<file path="src/rtl/linalg_pkg.sv">
// Shared linear-algebra definitions: word width, divide-by-zero quotient and
// the row normaliser state encoding.
package linalg_pkg;

  localparam int unsigned WORD_W        = 32;
  localparam logic [31:0] DIV_BY_ZERO_Q = 32'hFFFF_FFFF;

  typedef enum logic [1:0] {
    IDLE,
    LOAD,
    DIV,
    DRAIN
  } rn_state_t;

endpackage

</file>
<file path="src/rtl/row_normalizer_division.sv">
// Combinational unsigned divider: Res = A/B rounded to nearest, ties away
// from zero. B == 0 yields all ones.
module division
  import linalg_pkg::*;
(
  input  logic [WORD_W-1:0] A,
  input  logic [WORD_W-1:0] B,
  output logic [WORD_W-1:0] Res
);

  logic [WORD_W-1:0] quo;
  logic [WORD_W-1:0] rem;
  logic [WORD_W:0]   rem2;

  always_comb begin
    quo  = '0;
    rem  = '0;
    rem2 = '0;
    Res  = '1;
    if (B != '0) begin
      quo  = A / B;
      rem  = A % B;
      rem2 = {rem, 1'b0};
      // Round up when the remainder is at least half the divisor.
      Res  = (rem2 >= {1'b0, B}) ? quo + WORD_W'(1) : quo;
    end
  end

endmodule

</file>
<file path="src/rtl/row_normalizer.sv">
// Captures a row of N words plus a pivot, divides each word by the pivot one
// per cycle, then streams the quotients out over a valid/ready handshake.
module row_normalizer
  import linalg_pkg::*;
#(
  parameter int unsigned N = 4,
  parameter int unsigned W = 32
) (
  input  logic         clk,
  input  logic         rst,
  input  logic         start,
  input  logic [W-1:0] pivot,
  input  logic         in_valid,
  output logic         in_ready,
  input  logic [W-1:0] in_data,
  output logic         out_valid,
  input  logic         out_ready,
  output logic [W-1:0] out_data,
  output logic         out_last,
  output logic         busy,
  output logic         div_zero
);

  localparam int unsigned     IW       = $clog2(N);
  localparam logic [IW-1:0]   LAST_IDX = IW'(N - 1);

  rn_state_t     state;
  logic [IW-1:0] idx;
  logic [IW-1:0] nxt_idx;
  logic [W-1:0]  pivot_q;
  logic [W-1:0]  row_buf [N];
  logic [W-1:0]  quo_buf [N];
  logic [W-1:0]  div_res;

  division u_division (
    .A   (row_buf[idx]),
    .B   (pivot_q),
    .Res (div_res)
  );

  always_comb begin
    nxt_idx = idx + 1'b1;
  end

  always_ff @(posedge clk) begin
    if (rst) begin
      state     <= IDLE;
      idx       <= '0;
      pivot_q   <= '0;
      in_ready  <= 1'b0;
      out_valid <= 1'b0;
      out_last  <= 1'b0;
      out_data  <= '0;
      busy      <= 1'b0;
      div_zero  <= 1'b0;
    end else begin
      case (state)
        IDLE: begin
          if (start) begin
            state    <= LOAD;
            pivot_q  <= pivot;
            div_zero <= (pivot == '0);
            idx      <= '0;
            in_ready <= 1'b1;
            busy     <= 1'b1;
          end
        end
        LOAD: begin
          if (in_valid && in_ready) begin
            if (idx == LAST_IDX) begin
              state    <= DIV;
              idx      <= '0;
              in_ready <= 1'b0;
            end else begin
              idx <= nxt_idx;
            end
          end
        end
        DIV: begin
          if (idx == LAST_IDX) begin
            // quo_buf[0] was written N-1 cycles ago, so it is safe to present now.
            state     <= DRAIN;
            idx       <= '0;
            out_valid <= 1'b1;
            out_data  <= quo_buf[0];
            out_last  <= 1'b0;
          end else begin
            idx <= nxt_idx;
          end
        end
        DRAIN: begin
          if (out_ready) begin
            if (idx == LAST_IDX) begin
              state     <= IDLE;
              idx       <= '0;
              out_valid <= 1'b0;
              out_last  <= 1'b0;
              busy      <= 1'b0;
            end else begin
              idx      <= nxt_idx;
              out_data <= quo_buf[nxt_idx];
              out_last <= (nxt_idx == LAST_IDX);
            end
          end
        end
        default: begin
          state <= IDLE;
        end
      endcase
    end
  end

  // Data buffers carry no reset; their contents are only read after being written.
  always_ff @(posedge clk) begin
    if (state == LOAD && in_valid && in_ready) begin
      row_buf[idx] <= in_data;
    end
    if (state == DIV) begin
      quo_buf[idx] <= div_zero ? DIV_BY_ZERO_Q : div_res;
    end
  end

endmodule
</file>
<file path="config.mk">
export PLATFORM = sky130hd
export DESIGN_NAME = row_normalizer
export DESIGN_NICKNAME = d
export VERILOG_FILES = /design/src/rtl/linalg_pkg.sv /design/src/rtl/row_normalizer_division.sv /design/src/rtl/row_normalizer.sv
export SDC_FILE = /design/constraint.sdc
export NUM_CORES = 2
export LEC_CHECK = 0
export ABC_AREA = 0
export CAP_MARGIN = 20
export CORE_MARGIN = 2
export CORE_UTILIZATION = 40
export CTS_CLUSTER_SIZE = 28
export DETAILED_ROUTE_END_ITERATION = 8
export PLACE_DENSITY_LB_ADDON = 0.15
export SLEW_MARGIN = 5
export SYNTH_ARGS = -nofsm -noshare
export SYNTH_HDL_FRONTEND = slang
export SYNTH_SLANG_ARGS = --single-unit
</file>
<file path="constraint.sdc">
create_clock -name clk -period 82 [get_ports clk]
set_input_delay 8.2 -clock clk [delete_from_list [all_inputs] [get_ports clk]]
set_output_delay 8.2 -clock clk [all_outputs]
set_load 0.05 [all_outputs]
</file>
==> flow_metrics.py <==
metrics = {
    "run_status": {
        "status": "finished clean",
    },
    "grt": {
        "antenna_found_initial": 2,
        "grt_pass1_wl_um": 266000,
        "grt_overflow_total": 0,
        "grt_start_max_net_pins": 74,
        "first_global_vias": 41400,
        "grtUsageTotal_pct": 31.1,
    },
    "worst_setup_path": {
        "rr_startpoint": "pivot_q[28]",
        "cp.arrival_ps": 77850,
        "rrSetupSlack_ps": 4400,
        "setup.worst_path.class": "reg2reg",
        "worstReg2RegEnd": "quo_buf[3][5]",
        "start_kind": "register",
        "crit_slowest_cell": "or4b_2",
        "end_kind": "register",
        "required_ps": 82250,
        "slowest_delay_ps": 690,
        "cp_max_fo": 30,
        "r2r_cells": 303,
    },
    "routing": {
        "antenna_violating_nets_post_route": 0,
        "routedWlPerCell_um": 25.6,
        "routed_wl_um": 181000,
        "drt-initial-drc-count": 5214,
        "drc": 0,
        "via_count": 44600,
        "drt_first_pass_iters": 7,
        "viasPerCell": 6.31,
    },
    "placed_design": {
        "post-dp-hpwl_um": 142000,
        "dpl.cell_count": 6979,
        "portBuffers": 105,
        "place.gp.congestion": 1.03,
    },
    "sta": {
        "setup_violations": 0,
        "min_period_ps": 77600,
        "post-route-period-util_pct": 94.6,
        "worst_slew_pin_slew_ps": 1010,
        "drv_slew": 0,
        "hold_viol": 0,
        "clock_skew_ps": 17.1,
        "hold_ws_ps": 482,
        "fmax_mhz": 12.9,
        "relSlewSlack_pct": 31.8,
    },
    "yosys": {
        "synthesis.instances": 5488,
        "synthFlopType": "edfxtp_1",
        "async_flop_share_pct": 0,
        "syn-cell-area_um2": 43900,
        "synth.area.top_cells": "edfxtp_1 17%, ha_1 16%, a21oi_1 5.5%, nand2_1 5.2%, xnor2_1 4.7%",
        "synthMuxAreaShare_pct": 4.95,
        "ys_seq_area_share_pct": 20.9,
        "synth_top_area_share_pct": 17.5,
        "syn_avg_cell_area_um2": 8.01,
        "yosys.area.top_type": "edfxtp_1",
        "ys_warn_count": 0,
        "synth-compound-area-share_pct": 27.0,
        "synthXorXnorAreaFrac_pct": 7.47,
        "synth_top_family_by_area": "compound AO/OA/AOI/OAI gates",
        "synth_nets": 6128,
        "ys_ff_latch": 331,
        "yosys.area_share.simple_pct": 20.2,
        "yosysUniqueCellTypes": 107,
        "synth_edf_count": 256,
        "synth_adder_area_share_pct": 16.3,
    },
    "clocking": {
        "clock_path_buffers": 3,
        "cts_sinks": 331,
        "insertion_delay_ps": 560,
        "cts_tree": "done",
        "htreeDepth": 2,
        "cts-root-buf": "clkbuf_16",
        "cts.hold.buffers_added": 0,
        "cts_made_buffers": 39,
        "clk_pin_slew_worst_paths_ps": 60,
    },
    "finish": {
        "fillerInstances": 11000,
        "multi_input_area_um2": 33700,
        "layout.nets": 6256,
        "area_growth_pct": 11.4,
        "final_core_utilization_pct": 45.0,
        "mostFrequentLayoutCells": "599 x nand2_1, 570 x ha_1, 516 x nor2_1",
        "regArea_um2": 9190,
        "stdcell_count": 7059,
        "n_antenna_cell": 0,
        "final_common_cell": "nand2_1",
        "drive_gt1_share_pct": 9.58,
    },
    "floorplanning": {
        "start_util_pct": 40.4,
        "die_area_um2": 113000,
        "placementRows": 121,
        "dieWidth_um": 335,
        "io-pin-count": 106,
        "coreArea_um2": 109000,
        "die_h_um": 335,
    },
    "min_path": {
        "hold_depth": 2,
        "hold_path_end": "out_data[13]",
        "min-delay-start": "out_data[13]",
        "hold_path_class": "reg2reg",
    },
    "flow_run": {
        "max-cap-violations": 0,
    },
}
-- critical path: cells and delay by family, from the launching register on --
| family | cells | cell delay, ps |
|---|---|---|
| AO/OA/AOI/OAI | 167 | 41690 |
| multiplexers | 8 | 2910 |
| flip-flops | 1 | 430 |
| adder cells (fa/ha/maj) | 32 | 10600 |
| XOR/XNOR | 1 | 610 |
| buffers and inverters | 28 | 6350 |
| AND/OR/NAND/NOR | 67 | 14460 |
-- layout make-up --
cell class	instances	share of cell area, %
Multi-Input combinational cell	4783	68.8
Inverter	195	1.51
Timing Repair Buffer	266	4.69
Clock inverter	22	0.422
Sequential cell	331	18.8
Tap cell	1414	3.61
Clock buffer	48	2.15
-- per-layer routing --
layer | global-route usage [%] | part of all wire, % | up-vias | wire length (um)
li1 | - | - | 20900 | -
met1 | 44.5 | 45 | 21300 | 82300
met2 | 46.8 | 42 | 2062 | 75800
met3 | 6.14 | 9.3 | 322 | 16800
met4 | 9.13 | 3.4 | 0 | 6120
met5 | 0 | 0 | - | 0
-- logic make-up after synthesis --
family	after synthesis
simple gates	1892
compound gates	1779
fa+ha+maj	571
xor+xnor	375
buf+inv	375
flops	331
mux	165
-- cells in the mapped netlist, types with 13 or more instances --
cell type,number
a211o_1,17
a211oi_1,91
a21bo_2,13
a21boi_0,27
a21o_1,198
a21oi_1,486
a221oi_1,14
a31o_2,16
a31oi_1,70
a41oi_1,21
and2_1,47
and3_1,42
and4_1,15
buf_1,25
buf_2,16
clkbuf_1,136
dfxtp_1,75
edfxtp_1,256
ha_1,570
inv_1,194
mux2_2,100
mux2i_1,33
mux4_2,32
nand2_1,603
nand2b_1,57
nand3_1,147
nand4_1,44
nor2_1,520
nor2b_1,60
nor3_1,161
nor4_1,43
o211ai_1,61
o21a_1,163
o21ai_0,270
o21ai_1,15
o21bai_1,51
o221ai_1,14
o22ai_1,45
o31ai_1,39
or2_2,37
or3_1,53
xnor2_1,236
xor2_1,139
-- flip-flops by register name, indices dropped and copies added, names as in the netlist, named ones only --
| signal | cells |
|---|---|
| pivot_q | 32 |
| out_valid | 1 |
| busy | 1 |
| idx | 2 |
| out_last | 1 |
| quo_buf | 128 |
| out_data | 32 |
| in_ready | 1 |
| state | 2 |
| div_zero | 1 |
| row_buf | 128 |
-- timing repair --
action / 4_1_cts / 5_1_grt
pin swaps: 0 / 4
setup buffers: 0 / 9
gates resized for setup: 2 / 68
setup endpoints to repair: 8 / 128
cloned: 0 / 1
-- worst max path at each step --
stage / from / endpoint / depth (start not counted)
2_1_floorplan: register / quo_buf[0][29] / 326
3_3_place_gp: register / quo_buf[0][3] / 290
3_5_place_dp: pivot_q[22] / quo_buf[0][4] / 296
4_1_cts: pivot_q[22] / quo_buf[3][3] / 292
5_1_grt: pivot_q[28] / quo_buf[3][27] / 303
6_report: pivot_q[28] / quo_buf[3][5] / 303
-- stage by stage --
stage | TNS (ps) | cell area, um2 | worst slack, ps
6_report | 0 | 49000 | 4400
5_1_grt | -237 | 49000 | -28.4
4_1_cts | 0 | 48600 | 231
3_5_place_dp | 0 | 47400 | 338
3_3_place_gp | 0 | 47300 | 434
2_1_floorplan | 0 | 43900 | 7260
Power is left out: the tool's default activity adds up to more than one toggle a clock period on the data nets, which glitch-free logic cannot reach.
